## src/rtl/det_ctrl_pkg.sv

```systemverilog
// Shared definitions for the "011" detector frame controller.
//   W_DEF   : default frame word width (maximum bits per frame)
//   CW_DEF  : default width of length/count/position fields (2^CW_DEF > W_DEF)
//   state_t : controller FSM encoding
package det_ctrl_pkg;

  localparam int W_DEF  = 16;
  localparam int CW_DEF = 5;

  typedef enum logic [1:0] {
    IDLE  = 2'b00,
    LOAD  = 2'b01,
    SHIFT = 2'b10,
    DONE  = 2'b11
  } state_t;

endpackage

```

## src/rtl/det_frame_shreg.sv

```systemverilog
// W-bit parallel-load, shift-left register feeding the serial detector.
// Ports:
//   clk     : system clock
//   reset   : asynchronous active-low reset
//   load    : load din (takes priority over shift)
//   shift   : shift left by one, zero fill
//   din     : parallel frame word
//   msb     : current bit W-1
//   nxt_msb : bit that becomes the MSB after the next shift
module det_frame_shreg #(
  parameter int W = 16
) (
  input  logic         clk,
  input  logic         reset,
  input  logic         load,
  input  logic         shift,
  input  logic [W-1:0] din,
  output logic         msb,
  output logic         nxt_msb
);

  logic [W-1:0] sr;

  always_ff @(posedge clk or negedge reset) begin
    if (!reset) begin
      sr <= '0;
    end else if (load) begin
      sr <= din;
    end else if (shift) begin
      sr <= {sr[W-2:0], 1'b0};
    end
  end

  assign msb     = sr[W-1];
  assign nxt_msb = sr[W-2];

endmodule

```

## src/rtl/det_frame_ctrl.sv

```systemverilog
// Frame-level sequencer for a serial "011" Mealy detector.
// A frame word and bit length are accepted on start, the detector is released
// from reset only while the frame is being shifted MSB-first, and the
// detector's match output is sampled every shift cycle.
// Ports:
//   clk, reset         : clock, asynchronous active-low reset
//   start              : frame request (only looked at in IDLE)
//   abort              : cancel frame (only looked at outside IDLE)
//   frame, len         : frame bits (bit W-1 first) and number of bits (1..W)
//   det_rst_n, det_din : active-low reset and serial data to the detector
//   det_dout           : detector match output, same cycle as det_din
//   busy, done, err    : status; done is a one-cycle pulse, err flags bad len
//   match_cnt          : matches seen in the last frame
//   first_pos/first_vld: 0-based index of the first match and its valid flag
// Handshake: start is a request that is accepted on any edge where the FSM is
// in IDLE; there is no ready output, so requests outside IDLE are dropped.
module det_frame_ctrl
  import det_ctrl_pkg::*;
#(
  parameter int W  = W_DEF,
  parameter int CW = CW_DEF
) (
  input  logic          clk,
  input  logic          reset,
  input  logic          start,
  input  logic          abort,
  input  logic [W-1:0]  frame,
  input  logic [CW-1:0] len,
  output logic          det_rst_n,
  output logic          det_din,
  input  logic          det_dout,
  output logic          busy,
  output logic          done,
  output logic          err,
  output logic [CW-1:0] match_cnt,
  output logic [CW-1:0] first_pos,
  output logic          first_vld
);

  localparam logic [CW-1:0] W_MAX = CW'(W);
  localparam logic [CW-1:0] ONE   = CW'(1);

  state_t        state;
  logic [CW-1:0] len_q;
  logic [CW-1:0] idx;
  logic          sh_load;
  logic          sh_shift;
  logic          sh_msb;
  logic          sh_nxt;
  logic          bad_len;
  logic          last_bit;

  // The frame is captured when start is accepted, so during LOAD the register
  // already presents frame[W-1] for the first registered det_din.
  assign sh_load  = (state == IDLE) && start;
  assign sh_shift = (state == SHIFT);
  assign bad_len  = (len_q == '0) || (len_q > W_MAX);
  assign last_bit = (idx == len_q - ONE);

  det_frame_shreg #(.W(W)) u_shreg (
    .clk     (clk),
    .reset   (reset),
    .load    (sh_load),
    .shift   (sh_shift),
    .din     (frame),
    .msb     (sh_msb),
    .nxt_msb (sh_nxt)
  );

  always_ff @(posedge clk or negedge reset) begin
    if (!reset) begin
      state     <= IDLE;
      len_q     <= '0;
      idx       <= '0;
      det_rst_n <= 1'b0;
      det_din   <= 1'b0;
      busy      <= 1'b0;
      done      <= 1'b0;
      err       <= 1'b0;
      match_cnt <= '0;
      first_pos <= '0;
      first_vld <= 1'b0;
    end else if (state != IDLE && abort) begin
      // Results keep their partial values; the bit in flight is not counted.
      state     <= IDLE;
      det_rst_n <= 1'b0;
      det_din   <= 1'b0;
      busy      <= 1'b0;
      done      <= 1'b0;
    end else begin
      case (state)
        IDLE: begin
          if (start) begin
            state <= LOAD;
            busy  <= 1'b1;
            len_q <= len;
          end
        end
        LOAD: begin
          match_cnt <= '0;
          first_pos <= '0;
          first_vld <= 1'b0;
          idx       <= '0;
          if (bad_len) begin
            err   <= 1'b1;
            done  <= 1'b1;
            state <= DONE;
          end else begin
            err       <= 1'b0;
            state     <= SHIFT;
            det_rst_n <= 1'b1;
            det_din   <= sh_msb;
          end
        end
        SHIFT: begin
          if (det_dout) begin
            match_cnt <= match_cnt + ONE;
            if (!first_vld) begin
              first_pos <= idx;
              first_vld <= 1'b1;
            end
          end
          idx <= idx + ONE;
          if (last_bit) begin
            state     <= DONE;
            done      <= 1'b1;
            det_rst_n <= 1'b0;
            det_din   <= 1'b0;
          end else begin
            det_din <= sh_nxt;
          end
        end
        DONE: begin
          state <= IDLE;
          done  <= 1'b0;
          busy  <= 1'b0;
        end
        default: state <= IDLE;
      endcase
    end
  end

endmodule
```

## config.mk

```make
export PLATFORM = sky130hd
export DESIGN_NAME = det_frame_ctrl
export DESIGN_NICKNAME = d
export VERILOG_FILES = /design/src/rtl/det_ctrl_pkg.sv /design/src/rtl/det_frame_shreg.sv /design/src/rtl/det_frame_ctrl.sv
export SDC_FILE = /design/constraint.sdc
export NUM_CORES = 1
export LEC_CHECK = 0
export ABC_CLOCK_PERIOD_IN_PS = 5800
export CELL_PAD_IN_SITES_DETAIL_PLACEMENT = 1
export CELL_PAD_IN_SITES_GLOBAL_PLACEMENT = 2
export CORE_MARGIN = 1
export CORE_UTILIZATION = 34
export DETAILED_ROUTE_END_ITERATION = 6
export GPL_ROUTABILITY_DRIVEN = 0
export PLACE_DENSITY = 0.94
export SETUP_SLACK_MARGIN = 0.5
export SLEW_MARGIN = 20
export SYNTH_ARGS = -nofsm -noshare
export SYNTH_HDL_FRONTEND = slang
export SYNTH_SLANG_ARGS = --single-unit
```

## constraint.sdc

```tcl
create_clock -name clk -period 5.8 [get_ports clk]
set_input_delay 1.16 -clock clk [delete_from_list [all_inputs] [get_ports clk]]
set_output_delay 1.16 -clock clk [all_outputs]
set_load 0.005 [all_outputs]
```

== After elaboration in Yosys (flattened, before gate mapping) ==
Index checks and enable logic that the tools add are counted.
Cells by class
  $add $sub $neg: 3
  magnitude comparators: 1
  equality and inequality tests: 10
  muxes and demuxes: 31
  bitwise gates (word level): 1
  reduce and logical (&&, ||, !) cells: 21
Operator list (count)
  $mux W16: 2
  $pmux W5 S2: 3
  $mux W5: 3
  $mux W1: 14
  $reduce_and A3 Y1: 4
  $add A5 B1 Y5 const B: 2
  $reduce_and A2 Y1: 5
  $pmux W1 S2: 4
  $pmux W2 S4: 1
  $mux W2: 3
  $ne A3 B3 Y1 const B: 2
  $reduce_bool A2 Y1: 3
  $reduce_bool A3 Y1: 2
  $eq A5 B5 Y1: 1
  $gt A5 B5 Y1 const B: 1
  $logic_not A5 Y1: 1
  $sub A5 B1 Y5 const B: 1
  $eq A2 B2 Y1 const B: 2
  $ne A2 B2 Y1 const B: 2
  $reduce_and A4 Y1: 1
  $reduce_bool A4 Y1: 1
  $ne A3 B1 Y1 const B: 1
  $ne A3 B2 Y1 const B: 1
  $pmux W1 S3: 1
  other kinds (5): 6
Storage, ports and cells
  bits in registers: 44
  output and inout port bits: 16
  logic and storage cells: 79

== Longest topological paths before layout ==
Gate-level depths: netlist of the first run.
  depth in word-level cells: 5
  depth in mapped cells: 8

== Hierarchy ==
From an unflattened synthesis of the first run, not the netlist that was laid out.
Second synthesis, totals
  cells, all modules: 224
  area total of the unflattened synthesis: 2257.2 um^2
By module, submodules not included
  det_frame_ctrl: times used 1, cells an instance 155, area each 1515.2 um^2, seq. area each 700.7 um^2
  det_frame_shreg: times used 1, cells an instance 69, area each 742.0 um^2, seq. area each 400.4 um^2

== Worst setup path before layout of the first run ==
OpenSTA, ideal clock, no wires.
  path kind: input port to flip-flop
  start point: input det_dout
  end point: register first_pos[0]
  arrival: 2044 ps
  required time: 5659 ps
  setup slack: 3615 ps
  cell stages on the path: 5
  path buffers: 0
  cell sequence: and2_1 > o21ai_0 > a21oi_1 > nand3_1 > o21ai_0
On the way
  word-level cells in the longest chain between the ends: 2
Ends and longest elaborated chain
  start: declaration: RTL line det_frame_ctrl.sv:31  | input logic det_dout,
  $ne A2 B2 Y1 (no source line)
  $reduce_and A4 Y1 (no source line)
  end signal: assignment: RTL line det_frame_ctrl.sv:119  | first_pos <= idx;
  end: declaration: RTL line det_frame_ctrl.sv:36  | output logic [CW-1:0] first_pos,
No other way between the ends.
A chain may end at the register's enable or synchronous reset.

== Worst setup path after layout of the first run ==
  start point: input abort
  end point: register first_pos[4]
On the way
  word-level cells in the longest chain between the ends: 3
Ends and longest elaborated chain
  start: declaration: RTL line det_frame_ctrl.sv:26  | input logic abort,
  $logic_and A1 B1 Y1: RTL line det_frame_ctrl.sv:83  | end else if (state != IDLE && abort) begin
  $not A1 Y1 (no source line)
  $reduce_and A4 Y1 (no source line)
No other way between the ends.

==> impl_metrics.ini, run 1 <==
[outcome]
status = completed

[cells_and_area]
antenna_cells = 0
area_delta_synth_final_pct = 25.3
final_cells = 349
finish.utilization_pct = 44.3
final_area_sq_um = 2810
drive_gt1_share_pct = 6.25
final_nets = 305
nFillCells = 728

[floorplanning]
io_pins = 42
coreArea_sq_um = 6350
die_area_sq_um = 6930
die_h_microns = 83.2
initial_utilization_pct = 35.3
die_w_microns = 83.2
row_count = 29

[yosys]
synth_edf_count = 0
synthArstFlopShare_pct = 100
synthesis.nets = 266
ys_seq_area_share_pct = 49.1
synth_ff_type = dfrtp_1
synth_warnings = 0
synth_area_sq_um = 2240
synthesis.instances = 232
synth_cell_types = 35
avgSynthCellArea_sq_um = 9.67
synth_seq_cells = 44

[clock_network]
htreeDepth = 2
cts.repair.resized = 0
cts_sinks = 44
insertion_delay_ns = 0.30
cts_made_buffers = 5
cts-root-buf = clkbuf_8
cts.hold.buffers_added = 0
post_cts_buffers = 0
cts_tree = yes
cts_buffer_depth = 2
clk_pin_slew_worst_paths_ns = 0.09

[worst_setup_path]
rrSetupSlack_ns = 3.38
path_cells = clkdlybuf4s50_1 -> nand2b_1 -> o21ai_0 -> a21oi_1 -> nand3_1 -> o21ai_0
critPathMaxFanout = 12
cpMostUsedCell = o21ai_0
reg2reg_from = state[0]$_DFFE_PN0P_
endpoint = first_pos[4]$_DFFE_PN0P_
critPathLaunch = abort
path_class = primary input to register
r2r_cells = 8
reg2reg_to = first_pos[4]$_DFFE_PN0P_
worstPathArrival_ns = 3.15
required_ns = 6.02
critPathCaptureType = register
cp-start-kind = primary input
cpPeakStageDelay_ns = 0.54
slowest_stage = a21oi_1

[timing]
finalMaxSlewViolations = 0
hold_violations = 0
fin_worst_skew_ns = 0.0115
relSlewSlack_pct = 56.1
setup_viol = 0
rsz0062_at_grt = no
worstMarginPinSlew_ns = 0.651
timing.final.crit_period_ns = 2.93
period_share_pct = 50.5
fin_setup_tns_ns = 0
max_freq_mhz = 341

[global_routing]
grt_pass1_wl_microns = 8270
grt_pass1_vias = 1742
globalRouteTotalUtil_pct = 14.8
grt_max_degree = 45
antenna_found_initial = 0
grt_overflow_total = 0

[drt]
vias = 1786
totalWireLength_microns = 4800
vias_per_cell = 5.12
ant_nets = 0
dr.pass1.iters = 6
drtIter0Drc = 93
drc = 0
routedWlPerCell_microns = 13.7

[power_and_ir_drop]
pwr_density_cell_nw_per_um2 = 458
irDropWorstVdd_mv = 0.204
power_mw = 1.29
power.leakage_nw = 1.15

[placed_design]
dp_hpwl_microns = 3380
post_dp_cell_area_sq_um = 2720
port-buffer-count = 41
place_inst = 341

[run]
cap_violations = 0

[min_path]
holdCritStartpoint = done$_DFFE_PN0P_
hold_class = register to register
[final cells by class]
class	instances	area [sq um]	share of cell area, %
Clock buffer	8	90.1	3.21
Inverter	14	52.6	1.87
Multi-Input combinational cell	163	1050	37.3
Sequential cell	44	1100	39.2
Tap cell	77	96.3	3.43
Timing Repair Buffer	43	423	15.0
[worst max-delay path, delay by kind of cell]
| family | cells | cell delay, ns |
|---|---|---|
| AOI/OAI and AO/OA | 3 | 1.00 |
| and+or+nand+nor | 2 | 0.51 |
| buffers and inverters | 1 | 0.48 |
[power by group]
group | switching, mW | internal, mW | total [mW]
sequential | 0.0887 | 0.420 | 0.509
clock | 0.103 | 0.0973 | 0.200
combinational | 0.308 | 0.269 | 0.577
total | 0.500 | 0.787 | 1.29
[synthesized netlist by cell type (3+ instances only)]
cell type	number	area share, %
mux2_2	3	1.5
clkbuf_1	10	1.7
xor2_1	4	1.6
o21ai_0	38	8.5
xnor2_1	4	1.6
a21oi_1	8	1.8
ha_1	8	4.5
dfrtp_1	44	49
nor3_1	3	0.67
nor2_1	5	0.84
mux2i_1	17	7.6
inv_1	14	2.3
o22ai_1	3	0.84
nand3_1	9	2.0
nor2b_1	3	0.84
nand2_1	34	5.7
nand2b_1	3	0.84
[state kept, by name, indices dropped and copies added, names as in the netlist]
register / cells
state: 2
det_rst_n: 1
det_din: 1
match_cnt: 5
len_q: 5
u_shreg.sr: 16
err: 1
first_vld: 1
busy: 1
done: 1
first_pos: 5
idx: 5
[cell usage in the layout, fill, tap and decap left out, types with 4 or more instances in the layout]
| cell type | Yosys | layout |
|---|---|---|
| xnor2_1 | 4 | 4 |
| xor2_1 | 4 | 4 |
| mux2i_1 | 17 | 17 |
| ha_1 | 8 | 8 |
| nor2_1 | 5 | 5 |
| o21ai_0 | 38 | 38 |
| clkbuf_8 | 0 | 6 |
| dfrtp_1 | 44 | 44 |
| nand2_1 | 34 | 34 |
| a21oi_1 | 8 | 8 |
| nand3_1 | 9 | 9 |
| inv_1 | 14 | 14 |
| clkdlybuf4s50_1 | 0 | 40 |
[metal layers]
metal | part of all wire [%] | vias up | wire, microns | track usage [%]
met2 | 47 | 43 | 2250 | 24.1
li1 | - | 881 | - | -
met4 | 1.3 | 0 | 60 | 4.70
met5 | 0 | - | 0 | 0
met1 | 47 | 855 | 2280 | 19.4
met3 | 4.3 | 7 | 204 | 3.78
[how the worst min path moves through the flow]
stage | end | cells past startpoint
after global placement | busy$_DFFE_PN0P_ | 2
after CTS | done$_DFFE_PN0P_ | 1
after global routing | done$_DFFE_PN0P_ | 1
after floorplan | busy$_DFFE_PN0P_ | 2
after detailed placement | done$_DFFE_PN0P_ | 1
final | done$_DFFE_PN0P_ | 1
[cells by family (layout without fill, tap and decap cells)]
family / after synthesis / after routing / synth area share [%]
adders and majority gates: 8 / 8 / 4.46
and+or+nand+nor: 67 / 67 / 14.3
AOI/OAI and AO/OA: 59 / 59 / 15.0
xor gates and xnor gates: 8 / 8 / 3.12
muxes: 21 / 21 / 9.76
DFF: 44 / 44 / 49.1
buffers and inverters: 25 / 65 / 4.24
[per-stage QoR]
stage	hold slack [ns]	setup WS, ns
detailed placement	0.498	2.58
global route	0.554	2.59
global placement	0.497	2.75
finish	0.530	2.87
CTS	0.535	2.85
floorplan	0.493	3.62
(Power assumes the default switching activity.)
==> inputs of run 2 (changes only) <==
--- a/config.mk
+++ b/config.mk
@@ -5,14 +5,14 @@
 export SDC_FILE = /design/constraint.sdc
 export NUM_CORES = 1
 export LEC_CHECK = 0
-export ABC_CLOCK_PERIOD_IN_PS = 5800
+export ABC_CLOCK_PERIOD_IN_PS = 2750
 export CELL_PAD_IN_SITES_DETAIL_PLACEMENT = 1
 export CELL_PAD_IN_SITES_GLOBAL_PLACEMENT = 2
 export CORE_MARGIN = 1
-export CORE_UTILIZATION = 34
+export CORE_UTILIZATION = 32
 export DETAILED_ROUTE_END_ITERATION = 6
 export GPL_ROUTABILITY_DRIVEN = 0
-export PLACE_DENSITY = 0.94
+export PLACE_DENSITY = 0.9
 export SETUP_SLACK_MARGIN = 0.5
 export SLEW_MARGIN = 20
 export SYNTH_ARGS = -nofsm -noshare
==> constraint.sdc (replaced) <==
create_clock -name clk -period 2.75 [get_ports clk]
set_input_delay 0.55 -clock clk [delete_from_list [all_inputs] [get_ports clk]]
set_output_delay 0.55 -clock clk [all_outputs]
set_load 0.005 [all_outputs]
==> run 2 against run 1 <==
  * Design area rose by 2.4%
  * Largest power group unchanged
  * Sequential share of layout area fell by 0.94 points
  * Combinational power rose by 120%
  * Worst hold slack got worse by 0.30 ns
  * Power rose by 120%
  * Clock power rose by 110%
  * Sequential cell count did not move
  * First-iteration DRC count rose by 1.1%
==> impl_metrics.ini, run 2 (same netlist as run 1, synthesis figures left out) <==
[outcome]
status = completed

[worst_setup_path]
critPathMaxFanout = 6
cp-start-kind = register
required_ns = 2.94
path_cells = inv_1 -> ha_1 -> nor2b_1 -> or3_1 -> a311oi_4 -> o21ai_2 -> mux2_4
path_buf_inv = 1
critPathCaptureType = register
path_class = register to register
critPathTopFamily = simple AND/OR/NAND/NOR gates
slowest_stage = or3_1
worstPathArrival_ns = 2.38
cpPeakStageDelay_ns = 0.42

[floorplanning]
initial_utilization_pct = 33.0
row_count = 30
io_pins = 42
coreArea_sq_um = 6790
die_area_sq_um = 7350
die_w_microns = 85.7
die_h_microns = 85.7

[clock_network]
cts_buffer_depth = 2
insertion_delay_ns = 0.31
cts-root-buf = clkbuf_8
htreeDepth = 2
clk_pin_slew_worst_paths_ns = 0.09
post_cts_buffers = 0
cts_tree = yes
cts_made_buffers = 5
cts_sinks = 44
cts.hold.buffers_added = 0

[placed_design]
pre_cts_slack_ns = 0.527
port-buffer-count = 41
dp_hpwl_microns = 3710

[cells_and_area]
final_common_cell = dfrtp_1
final-seq-area_sq_um = 1100
area_delta_synth_final_pct = 28.3
multi_input_area_sq_um = 1060
layout_common_cells = 44 x dfrtp_1, 40 x clkdlybuf4s50_1, 38 x o21ai_0
largest_reg_flops = 16
nFillCells = 793
drive_gt1_share_pct = 8.33
top_register = u_shreg.sr
antenna_cells = 0
final_nets = 309

[run]
cap_violations = 0

[power_and_ir_drop]
irDropWorstVdd_mv = 0.328
power.leakage_nw = 1.17
power_mw = 2.80
pwr_density_cell_nw_per_um2 = 974

[timing]
fin_worst_skew_ns = 0.00833
relSlewSlack_pct = 62.6
fin_setup_tns_ns = 0
timing.final.crit_period_ns = 2.19
worstMarginPinSlew_ns = 0.562
period_share_pct = 79.5
hold_ws_ns = 0.225
setup_viol = 0
hold_violations = 0
fin_ws_ns = 0.563
finalMaxSlewViolations = 0
rsz0062_at_grt = no
max_freq_mhz = 457

[drt]
drtIter0Drc = 94
routedWlPerCell_microns = 13.8
dr.pass1.iters = 4
totalWireLength_microns = 5140
ant_nets = 0
vias = 1818
drc = 0
vias_per_cell = 4.89

[global_routing]
antenna_found_initial = 0
grt_max_degree = 25
grt_pass1_vias = 1845
globalRouteTotalUtil_pct = 15.0
grt_pass1_wl_microns = 8740
grt_overflow_total = 0

[min_path]
hold_class = primary input to async pin
run 2: worst reg2reg max path, cell delays in order, from the launching register on:
cell	delay, ns
dfrtp_1	0.39
inv_1	0.09
ha_1	0.24
nor2b_1	0.14
or3_1	0.42
a311oi_4	0.41
o21ai_2	0.10
mux2_4	0.30
run 2: timing repair:
item / in CTS / in global routing
endpoints found under the setup margin: 0 / 6
gates resized for setup: 0 / 3
hold endpoints to repair: 0 / 0
run 2: stage by stage:
stage / utilization (%) / instance area (sq um) / std cells
CTS: 42.1 / 2860 / 372
finish: 42.4 / 2880 / 372
floorplan: - / 2240 / 232
global route: 42.4 / 2880 / 372
global placement: 40.8 / 2770 / 364
detailed placement: 40.8 / 2770 / 364
run 2: per-layer routing:
metal	wire (microns)	part of all wire, %	GRT usage (%)	vias up
met5	0	0	0	-
met3	140	2.7	2.60	7
met4	77	1.5	5.45	0
met2	2490	48	25.2	36
met1	2430	47	19.5	887
li1	-	-	-	888
run 2: path summary, 6_finish.rpt:
| kind | start | end | slack [ns] | depth (start not counted) |
|---|---|---|---|---|
| setup / recovery | len_q[0]$_DFFE_PN0P_ | done$_DFFE_PN0P_ | 0.56 | 7 |
| max in group asynchronous | reset | u_shreg.sr[12]$_DFFE_PN0P_ | 1.83 | 2 |
| hold reg to reg | busy$_DFFE_PN0P_ | busy$_DFFE_PN0P_ | 0.53 | 2 |
| min in group clk | busy$_DFFE_PN0P_ | busy$_DFFE_PN0P_ | 0.53 | 2 |
| setup reg to reg | len_q[0]$_DFFE_PN0P_ | done$_DFFE_PN0P_ | 0.56 | 7 |
| hold / removal | reset | first_pos[2]$_DFFE_PN0P_ | 0.23 | 1 |
run 2: layout make-up:
cell class / count / area share [%]
timing repair buffer: 47 / 15.6
tap: 96 / 4.17
sequential: 44 / 38.2
clock buffer: 8 / 3.13
multi-input combinational: 163 / 37.0
inverter: 14 / 1.83
run 2: power by group:
part           total (mW)  internal [mW]  switching [mW]  leakage, nW
sequential           1.08          0.886           0.198        0.565
combinational        1.29          0.605           0.686        0.562
clock               0.430          0.205           0.224       0.0455
total                2.80           1.70            1.11         1.17
